$ cat config.mk
export PLATFORM = sky130hd
export DESIGN_NAME = traffic_light_monitor
export DESIGN_NICKNAME = d
export VERILOG_FILES = /design/src/rtl/traffic_light_monitor.sv
export SDC_FILE = /design/constraint.sdc
export NUM_CORES = 1
export LEC_CHECK = 0
export ABC_AREA = 1
export CAP_MARGIN = 40
export CORE_MARGIN = 2
export CORE_UTILIZATION = 45
export CTS_CLUSTER_SIZE = 25
export DETAILED_ROUTE_END_ITERATION = 7
export MAX_ROUTING_LAYER = met4
export PLACE_DENSITY = 0.71
export SLEW_MARGIN = 20
export SYNTH_ARGS = -nofsm -noshare
export SYNTH_HDL_FRONTEND = slang
export SYNTH_SLANG_ARGS = --single-unit
$ cat constraint.sdc
create_clock -name clk -period 4.6 [get_ports clk]
set_clock_uncertainty 0.05 [all_clocks]
set_input_delay 0.46 -clock clk [delete_from_list [all_inputs] [get_ports clk]]
set_output_delay 0.46 -clock clk [all_outputs]
set_load 0.005 [all_outputs]
$ cat src/rtl/traffic_light_monitor.sv
// Passive checker for a red/yellow/green light interface: tracks phase and dwell,
// raises sticky encoding/order/duration errors and counts clean R->G->Y cycles.
module traffic_light_monitor #(
  parameter int unsigned RED_CYCLES    = 6,
  parameter int unsigned GREEN_CYCLES  = 6,
  parameter int unsigned YELLOW_CYCLES = 3,
  parameter int unsigned DWELL_W       = 4,
  parameter int unsigned CNT_W         = 8
) (
  input  logic             clk,
  input  logic             reset,
  input  logic             red,
  input  logic             yellow,
  input  logic             green,
  input  logic             clear,
  output logic [1:0]       phase,
  output logic [CNT_W-1:0] cycle_count,
  output logic             err_onehot,
  output logic             err_order,
  output logic             err_duration,
  output logic             error
);

  typedef enum logic [1:0] {
    PH_RED    = 2'b00,
    PH_GREEN  = 2'b01,
    PH_YELLOW = 2'b10,
    PH_RESYNC = 2'b11
  } phase_e;

  localparam logic [DWELL_W-1:0] RED_REQ    = DWELL_W'(RED_CYCLES);
  localparam logic [DWELL_W-1:0] GREEN_REQ  = DWELL_W'(GREEN_CYCLES);
  localparam logic [DWELL_W-1:0] YELLOW_REQ = DWELL_W'(YELLOW_CYCLES);
  localparam logic [DWELL_W-1:0] DWELL_MAX  = '1;
  localparam logic [CNT_W-1:0]   CNT_MAX    = '1;

  phase_e             phase_q, phase_d;
  logic [DWELL_W-1:0] dwell_q, dwell_d;
  logic               clean_q, clean_d;
  logic [CNT_W-1:0]   cnt_q, cnt_d;
  logic               onehot_q, onehot_d;
  logic               order_q, order_d;
  logic               dur_q, dur_d;
  logic               error_q, error_d;

  phase_e             s_phase;
  logic               s_valid;
  phase_e             succ_phase;
  logic [DWELL_W-1:0] req_dwell;
  logic               onehot_set, order_set, dur_set, cnt_inc;

  // NOTE: every signal assigned in always_comb gets a default first, so no path leaves it unassigned and no latch is inferred.
  always_comb begin
    s_phase = PH_RESYNC;
    s_valid = 1'b0;
    case ({red, yellow, green})
      3'b100:  begin s_phase = PH_RED;    s_valid = 1'b1; end
      3'b010:  begin s_phase = PH_YELLOW; s_valid = 1'b1; end
      3'b001:  begin s_phase = PH_GREEN;  s_valid = 1'b1; end
      default: ;
    endcase

    req_dwell  = '0;
    succ_phase = PH_RESYNC;
    case (phase_q)
      PH_RED:    begin req_dwell = RED_REQ;    succ_phase = PH_GREEN;  end
      PH_GREEN:  begin req_dwell = GREEN_REQ;  succ_phase = PH_YELLOW; end
      PH_YELLOW: begin req_dwell = YELLOW_REQ; succ_phase = PH_RED;    end
      default:   ;
    endcase
  end

  always_comb begin
    phase_d    = phase_q;
    dwell_d    = dwell_q;
    clean_d    = clean_q;
    onehot_set = 1'b0;
    order_set  = 1'b0;
    dur_set    = 1'b0;
    cnt_inc    = 1'b0;

    if (!s_valid) begin
      onehot_set = 1'b1;
      clean_d    = 1'b0;
      phase_d    = PH_RESYNC;
      dwell_d    = '0;
    end else if (phase_q == PH_RESYNC) begin
      // Only a red sample re-enters the checked sequence; it starts a fresh cycle.
      if (s_phase == PH_RED) begin
        phase_d = PH_RED;
        dwell_d = DWELL_W'(1);
        clean_d = 1'b1;
      end
    end else if (s_phase == phase_q) begin
      dwell_d = (dwell_q == DWELL_MAX) ? dwell_q : dwell_q + DWELL_W'(1);
      if (dwell_q == req_dwell) begin
        dur_set = 1'b1;
        clean_d = 1'b0;
      end
    end else if (s_phase == succ_phase) begin
      if (dwell_q != req_dwell) begin
        dur_set = 1'b1;
        clean_d = 1'b0;
      end
      phase_d = s_phase;
      dwell_d = DWELL_W'(1);
      if (phase_q == PH_YELLOW) begin
        cnt_inc = clean_q && (dwell_q == req_dwell);
        clean_d = 1'b1;
      end
    end else begin
      // Out-of-order jump: the abandoned phase gets no duration check.
      order_set = 1'b1;
      clean_d   = 1'b0;
      phase_d   = s_phase;
      dwell_d   = DWELL_W'(1);
    end

    if (clear) begin
      onehot_d = onehot_set;
      order_d  = order_set;
      dur_d    = dur_set;
      cnt_d    = '0;
    end else begin
      onehot_d = onehot_q | onehot_set;
      order_d  = order_q  | order_set;
      dur_d    = dur_q    | dur_set;
      cnt_d    = (cnt_inc && cnt_q != CNT_MAX) ? cnt_q + CNT_W'(1) : cnt_q;
    end

    error_d = onehot_d | order_d | dur_d;
  end

  // NOTE: sequential state uses non-blocking assignments so every flop samples pre-edge values.
  always_ff @(posedge clk or posedge reset) begin
    if (reset) begin
      phase_q  <= PH_RED;
      dwell_q  <= '0;
      clean_q  <= 1'b1;
      cnt_q    <= '0;
      onehot_q <= 1'b0;
      order_q  <= 1'b0;
      dur_q    <= 1'b0;
      error_q  <= 1'b0;
    end else begin
      phase_q  <= phase_d;
      dwell_q  <= dwell_d;
      clean_q  <= clean_d;
      cnt_q    <= cnt_d;
      onehot_q <= onehot_d;
      order_q  <= order_d;
      dur_q    <= dur_d;
      error_q  <= error_d;
    end
  end

  assign phase        = phase_q;
  assign cycle_count  = cnt_q;
  assign err_onehot   = onehot_q;
  assign err_order    = order_q;
  assign err_duration = dur_q;
  assign error        = error_q;

endmodule

== After elaboration in Yosys (flattened, before gate mapping) ==
Index checks and enable logic that the tools add are counted.

* Register bits after elaboration: 19

* Add/subtract/negate cells: 2
* Equality and inequality tests: 17
* Mux-type cells: 42
* Bitwise logic cells: 5
* Reductions and logical operators: 10

{| class="wikitable"
|+ Operators with widths
! kind !! number
|-
| 2-to-1 mux 1 bit || 28
|-
| 2-to-1 mux 4 bit || 5
|-
| 2-to-1 mux 8 bit || 2
|-
| one-hot mux 2 bit (3 select lines) || 2
|-
| adder 8 x 1 -> 8 bit (second input constant) || 1
|-
| 2-to-1 mux 2 bit || 4
|-
| inequality test 8 bit (second input constant) || 1
|-
| inequality test 6 x 4 -> 1 bit (second input constant) || 1
|-
| one-hot mux 3 bit (2 select lines) || 1
|-
| bitwise OR 1 bit || 5
|-
| adder 4 x 1 -> 4 bit (second input constant) || 1
|-
| == test 2 bit || 2
|-
| == test 2 bit (second input constant) || 2
|-
| == test 4 bit || 1
|-
| == test 4 bit (second input constant) || 1
|-
| zero test 2 bit || 2
|-
| inequality test 4 x 3 -> 1 bit (second input constant) || 1
|-
| inequality test 4 bit || 1
|-
| inequality test 4 bit (second input constant) || 1
|-
| AND reduction 2 bit || 2
|-
| == test 3 x 1 -> 1 bit (second input constant) || 1
|-
| == test 3 x 2 -> 1 bit (second input constant) || 1
|-
| == test 3 bit (second input constant) || 1
|-
| inequality test 3 x 2 -> 1 bit (second input constant) || 1
|-
| 7 further kinds || 8
|}

== Longest topological paths before layout ==
Gate-level depths: netlist of the first run.

* Depth after elaboration: 13
* Gate-level depth with buffers: 14

== Least setup slack after synthesis of the first run ==
No wires, ideal clock.

* Path type: register to register
* Start: reg phase_q[1] (netlist: phase[1])
* End: reg cnt_q[3] (netlist: cycle_count[3])
* Library setup time: 0.065 ns
* Arrival: 1.624 ns
* Slack: 2.861 ns
* Stages on the path, launching flop included: 13
* Path buffers: 0
* Clock period less this slack: 1.739 ns
* Cell sequence: dfrtp_1 > inv_1 > ha_1 > o21ai_0 > xor2_1 > nand2_1 > inv_1 > nand2_1 > nor2_2 > nand2_4 > inv_4 > nand3_1 > nand2_1

* Cells in the longest elaborated chain, start to end: 12
* Elaborated cells on any way between the ends: 18

{| class="wikitable"
|+ RTL lines
! what !! RTL line !! source
|-
| start: declaration || 37 || <nowiki>phase_e phase_q, phase_d;</nowiki>
|-
| start signal: assignment || 146 || <nowiki>phase_q <= phase_d;</nowiki>
|-
| == test 2 x 1 -> 1 bit / zero test 2 bit (equally long branches) || 65 || <nowiki>case (phase_q)</nowiki>
|-
| OR reduction 2 bit (no line) || n/a ||
|-
| one-hot mux 3 bit (2 select lines) || 65 ||
|-
| == test 4 bit || 108 || <nowiki>cnt_inc = clean_q && (dwell_q == req_dwell);</nowiki>
|-
| logical AND 1 bit || 108 ||
|-
| 2-to-1 mux 1 bit || 107 || <nowiki>if (phase_q == PH_YELLOW) begin</nowiki>
|-
| 2-to-1 mux 1 bit || 100 || <nowiki>end else if (s_phase == succ_phase) begin</nowiki>
|-
| 2-to-1 mux 1 bit || 94 || <nowiki>end else if (s_phase == phase_q) begin</nowiki>
|-
| 2-to-1 mux 1 bit (*) || 87 || <nowiki>end else if (phase_q == PH_RESYNC) begin</nowiki>
|-
| 2-to-1 mux 1 bit (*) || 82 || <nowiki>if (!s_valid) begin</nowiki>
|-
| logical AND 1 bit (*) || 128 || <nowiki>cnt_d = (cnt_inc && cnt_q != CNT_MAX) ? cnt_q + CNT_W'(1) : cnt_q;</nowiki>
|-
| nonzero test 2 bit (no line) (*) || n/a ||
|-
| end signal: assignment || 149 || <nowiki>cnt_q <= cnt_d;</nowiki>
|-
| end: declaration || 40 || <nowiki>logic [CNT_W-1:0] cnt_q, cnt_d;</nowiki>
|}

Mark *: on every way between the ends. The rest lies on a longest branch, timed or not.
A chain may end at the register's enable or synchronous reset.

== Worst setup path after layout of the first run ==
Same ends and word-level chain as after synthesis.

==> run_summary.xml, run 1 <==
<?xml version="1.0" encoding="UTF-8"?>
<metrics>
  <group name="clock_network">
    <metric name="worstSkewPairLatency" unit="ps">290</metric>
    <metric name="tritoncts" unit="">built</metric>
    <metric name="cts.hold.buffers_added" unit="">0</metric>
    <metric name="htreeDepth" unit="">1</metric>
    <metric name="clockRootBuffer" unit="">sky130_fd_sc_hd__clkbuf_4</metric>
    <metric name="post_cts_resize_count" unit="">0</metric>
    <metric name="cts_num_sinks" unit="">19</metric>
    <metric name="max_buffers_root_to_sink" unit="">2</metric>
    <metric name="postCtsSetupBuffers" unit="">0</metric>
    <metric name="clk_transition_reported_paths" unit="ps">110</metric>
    <metric name="cts-buffers-inserted" unit="">3</metric>
  </group>
  <group name="yosys">
    <metric name="synth_mux_area_frac" unit="">0</metric>
    <metric name="post_synthesis_cell_type_count" unit="">27</metric>
    <metric name="synthesis.area" unit="sq um">1295</metric>
    <metric name="syn_nets" unit="">182</metric>
    <metric name="synth_edf_count" unit="">0</metric>
    <metric name="yosysTopAreaCell" unit="">sky130_fd_sc_hd__dfrtp_1</metric>
    <metric name="yosys-top-cells-area" unit="">sky130_fd_sc_hd__dfrtp_1 35%, sky130_fd_sc_hd__nand3_1 14%, sky130_fd_sc_hd__nand2_1 11%, sky130_fd_sc_hd__ha_1 5.8%, sky130_fd_sc_hd__inv_1 5.8%</metric>
    <metric name="post_synth_fa_ha_maj_area_fraction" unit="">0.05797</metric>
    <metric name="postSynth.topFlopCell" unit="">sky130_fd_sc_hd__dfrtp_1</metric>
    <metric name="yosys.area.top_type_share" unit="">0.3478</metric>
    <metric name="synth-seq-area-share" unit="">0.3681</metric>
    <metric name="synthArstFlopShare" unit="">1.000</metric>
    <metric name="combinational_family_with_the_most_area_after_synthesis" unit="">simple AND/OR/NAND/NOR gates</metric>
    <metric name="post_synth.cell_area_avg" unit="sq um">7.618</metric>
    <metric name="simple_gate_area_share_of_the_yosys_netlist" unit="">0.3894</metric>
    <metric name="synth_xor_area_frac" unit="">0.04734</metric>
    <metric name="synth_warnings" unit="">0</metric>
    <metric name="yosysMostFrequentCell" unit="">sky130_fd_sc_hd__nand2_1</metric>
    <metric name="synth.top_cells.by_count" unit="">39 x sky130_fd_sc_hd__nand2_1, 35 x sky130_fd_sc_hd__nand3_1, 20 x sky130_fd_sc_hd__inv_1</metric>
    <metric name="synth.ff_latch_count" unit="">19</metric>
    <metric name="synthesis.instances" unit="">170</metric>
    <metric name="synth_compound_area_frac" unit="">0.05894</metric>
  </group>
  <group name="sta">
    <metric name="worst_pin_slew" unit="ps">719.8</metric>
    <metric name="minimum_clock_period" unit="ps">2049</metric>
    <metric name="max_slew_margin" unit="">0.5196</metric>
    <metric name="final_hold_violations" unit="">0</metric>
    <metric name="finalSetupViolCount" unit="">0</metric>
    <metric name="fmax" unit="GHz">0.4881</metric>
    <metric name="worst_hold_slack" unit="ps">431.6</metric>
    <metric name="post-route-period-util" unit="">0.4454</metric>
    <metric name="setup-tns-final" unit="ps">0</metric>
    <metric name="final_max_slew_viol_count" unit="">0</metric>
    <metric name="grt_setup_unrepaired" unit="">false</metric>
  </group>
  <group name="route">
    <metric name="route.vias.total" unit="">1168</metric>
    <metric name="routed_wirelength" unit="mm">2.639</metric>
    <metric name="final_antenna_net_count" unit="">0</metric>
    <metric name="routed_via_density" unit="">5.238</metric>
    <metric name="drt_pass1_iterations" unit="">4</metric>
    <metric name="drc" unit="">0</metric>
    <metric name="routed_wire_length_per_instance" unit="um">11.83</metric>
    <metric name="drtIter0Drc" unit="">39</metric>
  </group>
  <group name="floorplanning">
    <metric name="initial_core_util" unit="">0.4737</metric>
    <metric name="die_width" unit="um">57.65</metric>
    <metric name="design.portCount" unit="">20</metric>
    <metric name="rows" unit="">19</metric>
    <metric name="die_area" unit="sq um">3323</metric>
    <metric name="core-area" unit="sq um">2734</metric>
    <metric name="fp.dieH" unit="um">57.65</metric>
  </group>
  <group name="cells_and_area">
    <metric name="fraction_of_layout_instances_using_a_drive_strength_above_1" unit="">0.1094</metric>
    <metric name="antennaDiodeCount" unit="">0</metric>
    <metric name="area_delta_synth_final" unit="%">19.32</metric>
    <metric name="finalInstanceArea" unit="sq um">1545</metric>
    <metric name="final_nets" unit="">205</metric>
    <metric name="fillers" unit="">242</metric>
    <metric name="finish.utilization" unit="">0.5652</metric>
  </group>
  <group name="run">
    <metric name="maxCapViolCount" unit="">0</metric>
  </group>
  <group name="global_routing">
    <metric name="grt_resource_usage_total" unit="">0.1845</metric>
    <metric name="grt_antenna_before_repair" unit="">0</metric>
    <metric name="grt_pass1_wl" unit="mm">4.698</metric>
    <metric name="overflow" unit="">0</metric>
    <metric name="grt_max_degree" unit="">20</metric>
    <metric name="number_of_global_route_vias_before_repair" unit="">1063</metric>
  </group>
  <group name="status">
    <metric name="run_status" unit="">complete, no violations</metric>
  </group>
  <group name="min_path">
    <metric name="worst_hold_path_type" unit="">reg -&gt; reg</metric>
    <metric name="hold-path-cell-count" unit="">2</metric>
    <metric name="holdCritStartpoint" unit="">clean_q</metric>
    <metric name="whs_endpoint" unit="">clean_q</metric>
  </group>
  <group name="place">
    <metric name="detailed_place_hpwl" unit="mm">1.989</metric>
    <metric name="routabilityCongestion" unit="">0.8209</metric>
    <metric name="post_dp_cell_area" unit="sq um">1519</metric>
    <metric name="port-buffer-count" unit="">19</metric>
  </group>
  <group name="critical_path">
    <metric name="crit_chain" unit="">inv_1 -&gt; ha_1 -&gt; o21ai_0 -&gt; xor2_1 -&gt; nand2_1 -&gt; inv_1 -&gt; nand2_1 -&gt; nor2_2 -&gt; nand2_4 -&gt; inv_4 -&gt; nand3_1 -&gt; nand2_1</metric>
    <metric name="timing_worst_setup_path_type" unit="">reg -&gt; reg</metric>
    <metric name="timing.critical_path.max_delay_family" unit="">simple AND/OR/NAND/NOR gates</metric>
    <metric name="critical_path_arrival" unit="ps">2240</metric>
    <metric name="worst-r2r-cell-count" unit="">12</metric>
    <metric name="crit_path_top_delay_cell" unit="">sky130_fd_sc_hd__dfrtp_1</metric>
    <metric name="crit_path_end_kind" unit="">flop</metric>
    <metric name="critical_path_peak_fanout" unit="">9</metric>
    <metric name="reg2reg_to" unit="">cycle_count[3]</metric>
    <metric name="critical_path.startpoint" unit="">phase[1]</metric>
    <metric name="worst-path-buf-inv" unit="">3</metric>
    <metric name="critical_path_launch_point_type" unit="">flop</metric>
    <metric name="critPathMaxStageDelay" unit="ps">460</metric>
    <metric name="worst-r2r-setup-slack" unit="ps">2550</metric>
    <metric name="critical-path-top-cell-by-count" unit="">sky130_fd_sc_hd__nand2_1</metric>
    <metric name="worst_ep_required_time" unit="ps">4790</metric>
    <metric name="crit-reg2reg-launch" unit="">phase[1]</metric>
  </group>
  <group name="power">
    <metric name="share_of_total_power_in_sequential_cells" unit="">0.367</metric>
    <metric name="ir_worst_vdd" unit="mV">0.2970</metric>
    <metric name="power.combinational.fraction" unit="">0.487</metric>
    <metric name="power.share.clock" unit="">0.146</metric>
    <metric name="power_density" unit="nW/um^2">383.2</metric>
    <metric name="p_leak" unit="uW">0.0008391</metric>
    <metric name="power.net_switching" unit="uW">250.3</metric>
    <metric name="power.internal" unit="uW">341.8</metric>
    <metric name="power.switching_fraction" unit="">0.4228</metric>
  </group>
</metrics>
## area by class of cell
type	count	area, sq um	share of cell area
multi-input combinational	125	716.9	0.4640
tap	31	38.79	0.02510
inverter	25	96.34	0.06235
sequential	19	476.7	0.3085
clock buffer	4	26.28	0.01700
timing repair buffer	19	190.2	0.1231
## cells by family after synthesis
group,count (synthesis)
and+or+nand+nor,98
buffers and inverters,26
DFF,19
AOI/OAI and AO/OA,14
xor gates and xnor gates,7
adders and majority gates,6
## per-layer routing
| metal | GRT usage | share of wire | vias up |
|---|---|---|---|
| met5 | - | 0 | - |
| met4 | 0.04983 | 0.0064 | 0 |
| met3 | 0.02902 | 0.033 | 2 |
| met2 | 0.2841 | 0.46 | 16 |
| met1 | 0.2543 | 0.50 | 546 |
| li1 | - | - | 604 |
## how the worst max path moves through the flow
stage,endpoint,cells past startpoint
floorplan,cycle_count[3],12
global placement,dwell_q[3],10
detailed placement,cycle_count[6],12
CTS,cycle_count[4],12
global route,cycle_count[3],12
finish,cycle_count[3],12
## metrics by stage
| step | power (uW) | std cells | setup slack (ps) |
|---|---|---|---|
| finish | 592.1 | 223 | 2551 |
| global route | 643.4 | 223 | 2340 |
| CTS | 592.3 | 223 | 2578 |
| detailed placement | 505.3 | 219 | 2282 |
| global placement | 503.1 | 219 | 2350 |
| floorplan | 419.7 | 170 | 2861 |
## state kept, by name, indices dropped and copies added, names as in the netlist
register      cells
dwell_q           4
error             1
phase             2
cycle_count       8
err_duration      1
err_onehot        1
err_order         1
clean_q           1
## layout by cell type (no fill, tap or decap), drive strengths merged, types with 2 or more instances in the layout
cell | synthesis | final
a21oi | 4 | 4
nand4 | 4 | 4
clkdlybuf4s50 | 0 | 19
inv | 24 | 24
nand3 | 38 | 38
nor2 | 9 | 9
o21ai | 9 | 9
clkbuf | 0 | 4
nand2 | 43 | 43
dfrtp | 18 | 18
xor2 | 7 | 7
ha | 6 | 6
nand3b | 2 | 2
## worst reg2reg max path: stages (launching register included)
cell and delay [ps]:
sky130_fd_sc_hd__dfrtp_1 460, sky130_fd_sc_hd__inv_1 130, sky130_fd_sc_hd__ha_1 210, sky130_fd_sc_hd__o21ai_0 200, sky130_fd_sc_hd__xor2_1 160, sky130_fd_sc_hd__nand2_1 120, sky130_fd_sc_hd__inv_1 90, sky130_fd_sc_hd__nand2_1 60
sky130_fd_sc_hd__nor2_2 120, sky130_fd_sc_hd__nand2_4 110, sky130_fd_sc_hd__inv_4 110, sky130_fd_sc_hd__nand3_1 90, sky130_fd_sc_hd__nand2_1 80
## power groups by stage
| stage | clock network [uW] | registers, uW | logic (uW) |
|---|---|---|---|
| after floorplan | 0 | 216 | 204 |
| after global placement | 0 | 219 | 284 |
| after detailed placement | 0 | 219 | 286 |
| after CTS | 87.3 | 217 | 288 |
| after global routing | 93.7 | 220 | 329 |
| final | 86.7 | 217 | 288 |
Note: power is estimated with default switching activity, not from simulation.
==> inputs of run 2 (changes only) <==
==> constraint.sdc (replaced) <==
create_clock -name clk -period 2 [get_ports clk]
set_clock_uncertainty 0.05 [all_clocks]
set_input_delay 0.2 -clock clk [delete_from_list [all_inputs] [get_ports clk]]
set_output_delay 0.2 -clock clk [all_outputs]
set_load 0.005 [all_outputs]
==> run 2 against run 1 <==
- utilization increased by 6.9 points
- largest power group unchanged
- highest routed layer unchanged
- die area is the same
- power increased to 2.9 times the previous value
- global-route usage rose by 0.55 points
- final cell count grew 6.7%
- hold slack lost 380 ps
- wire length rose by 14%
- largest cell class unchanged
- critical path depth unchanged
- sequential power increased by 140%
- register-to-register slack got worse by 2400 ps
==> run_summary.xml, run 2 (synthesized netlist as in run 1, its figures left out) <==
<?xml version="1.0" encoding="UTF-8"?>
<metrics>
  <group name="sta">
    <metric name="final_max_slew_viol_count" unit="">0</metric>
    <metric name="finalSetupViolCount" unit="">0</metric>
    <metric name="max_slew_margin" unit="">0.7347</metric>
    <metric name="setup-tns-final" unit="ps">0</metric>
    <metric name="worst_pin_slew" unit="ps">393.8</metric>
    <metric name="smallest_setup_slack_after_layout" unit="ps">116.3</metric>
    <metric name="post-route-period-util" unit="">0.9418</metric>
    <metric name="minimum_clock_period" unit="ps">1884</metric>
    <metric name="fmax" unit="GHz">0.5309</metric>
    <metric name="final_hold_violations" unit="">0</metric>
  </group>
  <group name="power">
    <metric name="power.internal" unit="uW">989.4</metric>
    <metric name="power.share.clock" unit="">0.112</metric>
    <metric name="power.switching_fraction" unit="">0.4206</metric>
    <metric name="ir_worst_vdd" unit="mV">0.7711</metric>
    <metric name="p_leak" unit="uW">0.0009041</metric>
    <metric name="share_of_total_power_in_sequential_cells" unit="">0.306</metric>
    <metric name="power_density" unit="nW/um^2">985.5</metric>
    <metric name="power.net_switching" unit="uW">718.3</metric>
    <metric name="power.combinational.fraction" unit="">0.582</metric>
  </group>
  <group name="cells_and_area">
    <metric name="layout_common_cells" unit="">36 x sky130_fd_sc_hd__nand2_1, 35 x sky130_fd_sc_hd__nand3_1, 19 x sky130_fd_sc_hd__clkdlybuf4s50_1</metric>
    <metric name="final_cell_count_no_fill" unit="">238</metric>
    <metric name="fraction_of_layout_instances_using_a_drive_strength_above_1" unit="">0.2415</metric>
    <metric name="largest_reg_flops" unit="">8</metric>
    <metric name="area_delta_synth_final" unit="%">33.82</metric>
    <metric name="finish.utilization" unit="">0.6339</metric>
    <metric name="layout.cells.most_common" unit="">sky130_fd_sc_hd__nand2_1</metric>
    <metric name="antennaDiodeCount" unit="">0</metric>
    <metric name="final_nets" unit="">220</metric>
    <metric name="finalInstanceArea" unit="sq um">1733</metric>
  </group>
  <group name="critical_path">
    <metric name="crit_chain" unit="">inv_4 -&gt; ha_2 -&gt; o21ai_2 -&gt; xor2_1 -&gt; nand2_2 -&gt; inv_2 -&gt; nand2_2 -&gt; nor2_4 -&gt; nand2_4 -&gt; inv_6 -&gt; nand3_1 -&gt; nand2_1</metric>
    <metric name="crit_end" unit="">cycle_count[5]</metric>
    <metric name="crit-reg2reg-launch" unit="">phase[1]</metric>
    <metric name="worst_ep_required_time" unit="ps">2190</metric>
    <metric name="crit_path_top_delay_cell" unit="">sky130_fd_sc_hd__dfrtp_2</metric>
    <metric name="critPathMaxStageDelay" unit="ps">480</metric>
    <metric name="worst-r2r-setup-slack" unit="ps">120</metric>
    <metric name="critical_path.startpoint" unit="">phase[1]</metric>
    <metric name="critical-path-top-cell-by-count" unit="">sky130_fd_sc_hd__nand2_2</metric>
    <metric name="critical_path_launch_point_type" unit="">flop</metric>
    <metric name="reg2reg_to" unit="">cycle_count[5]</metric>
    <metric name="crit_path_end_kind" unit="">flop</metric>
    <metric name="worst-r2r-cell-count" unit="">12</metric>
    <metric name="critical_path_arrival" unit="ps">2070</metric>
    <metric name="timing_worst_setup_path_type" unit="">reg -&gt; reg</metric>
    <metric name="critical_path_peak_fanout" unit="">8</metric>
  </group>
  <group name="route">
    <metric name="routed_via_density" unit="">5.433</metric>
    <metric name="final_antenna_net_count" unit="">0</metric>
    <metric name="route.vias.total" unit="">1293</metric>
    <metric name="drt_pass1_iterations" unit="">6</metric>
    <metric name="drc" unit="">0</metric>
    <metric name="drtIter0Drc" unit="">34</metric>
    <metric name="routed_wire_length_per_instance" unit="um">12.69</metric>
    <metric name="routed_wirelength" unit="mm">3.021</metric>
  </group>
  <group name="global_routing">
    <metric name="grt_antenna_before_repair" unit="">0</metric>
    <metric name="grt_resource_usage_total" unit="">0.1900</metric>
    <metric name="grt_max_degree" unit="">17</metric>
    <metric name="overflow" unit="">0</metric>
    <metric name="grt_pass1_wl" unit="mm">4.864</metric>
    <metric name="number_of_global_route_vias_before_repair" unit="">1130</metric>
  </group>
  <group name="floorplanning">
    <metric name="core-area" unit="sq um">2734</metric>
    <metric name="initial_core_util" unit="">0.4737</metric>
    <metric name="die_area" unit="sq um">3323</metric>
    <metric name="fp.dieH" unit="um">57.65</metric>
    <metric name="design.portCount" unit="">20</metric>
    <metric name="die_width" unit="um">57.65</metric>
    <metric name="rows" unit="">19</metric>
  </group>
  <group name="run">
    <metric name="maxCapViolCount" unit="">0</metric>
  </group>
  <group name="place">
    <metric name="detailed_place_hpwl" unit="mm">2.144</metric>
    <metric name="port-buffer-count" unit="">19</metric>
    <metric name="dp_worst_setup_slack" unit="ps">-13.16</metric>
    <metric name="routabilityCongestion" unit="">0.8573</metric>
    <metric name="dp.cells" unit="">225</metric>
    <metric name="post_dp_cell_area" unit="sq um">1564</metric>
  </group>
  <group name="status">
    <metric name="run_status" unit="">complete, no violations</metric>
  </group>
  <group name="clock_network">
    <metric name="tritoncts" unit="">built</metric>
    <metric name="worstSkewPairLatency" unit="ps">300</metric>
    <metric name="clockRootBuffer" unit="">sky130_fd_sc_hd__clkbuf_4</metric>
    <metric name="htreeDepth" unit="">1</metric>
    <metric name="cts_num_sinks" unit="">19</metric>
    <metric name="max_buffers_root_to_sink" unit="">2</metric>
    <metric name="clk_transition_reported_paths" unit="ps">110</metric>
    <metric name="cts-buffers-inserted" unit="">3</metric>
  </group>
  <group name="min_path">
    <metric name="worst_hold_path_type" unit="">in -&gt; async</metric>
  </group>
</metrics>
-- run 2: cell types whose count changed in the layout (fill, tap and decap cells not counted), moves of 3 or more --
cell                      change
sky130_fd_sc_hd__buf_4       +13
sky130_fd_sc_hd__ha_1         -4
sky130_fd_sc_hd__nand2_2      +4
sky130_fd_sc_hd__ha_4         +3
sky130_fd_sc_hd__inv_1        -3
sky130_fd_sc_hd__nand2_1      -3
-- run 2: worst min path at each step --
stage	start	to	slack, ps	depth (start not counted)
3_5_place_dp	reset	dwell_q[1]	370	2
2_1_floorplan	reset	cycle_count[0]	100	1
5_1_grt	reset	dwell_q[3]	50	2
3_3_place_gp	reset	dwell_q[0]	370	2
4_1_cts	reset	dwell_q[1]	50	2
6_report	reset	dwell_q[1]	50	2
-- run 2: metrics by stage --
stage,hold slack [ps],total power (uW)
finish,47.11,1708
global route,54.33,1828
CTS,48.98,1425
detailed placement,369.8,1217
global placement,369.2,1201
floorplan,100.4,965.2
-- run 2: metal layers --
metal | wire [um] | global-route usage | vias up
li1 | - | - | 632
met1 | 1364 | 0.2564 | 612
met2 | 1450 | 0.2890 | 45
met3 | 171 | 0.04688 | 4
met4 | 36 | 0.04651 | 0
met5 | 0 | - | -
-- run 2: power groups by stage --
stage | registers (uW) | clock network, uW | logic (uW)
3_5_place_dp | 504 | 0 | 713
3_3_place_gp | 501 | 0 | 700
4_1_cts | 501 | 205 | 719
2_1_floorplan | 496 | 0 | 469
5_1_grt | 530 | 211 | 1090
6_report | 523 | 191 | 994
-- run 2: worst max-delay path, delay by kind of cell (launching register included) --
family | cells | cell delay, ps
AND/OR/NAND/NOR | 6 | 570
flip-flops | 1 | 480
buffers and inverters | 3 | 240
XOR/XNOR | 1 | 190
adder cells (fa/ha/maj) | 1 | 180
AO/OA/AOI/OAI | 1 | 130
-- run 2: cell type report --
type	instances	area, sq um
timing repair buffer	33	299.0
fill	247	1001
tap	31	38.79
sequential	19	479.2
clock buffer	3	22.52
clock inverter	1	5.005
inverter	25	103.9
multi-input combinational	126	784.5
-- run 2: repair_timing --
item | 4_1_cts | 5_1_grt
endpoints found under the setup margin | 5 | 10
buffers inserted | 0 | 8
hold buffers | 0 | 0
gates resized for setup | 2 | 20
pin swaps | 0 | 9
cloned | 0 | 1
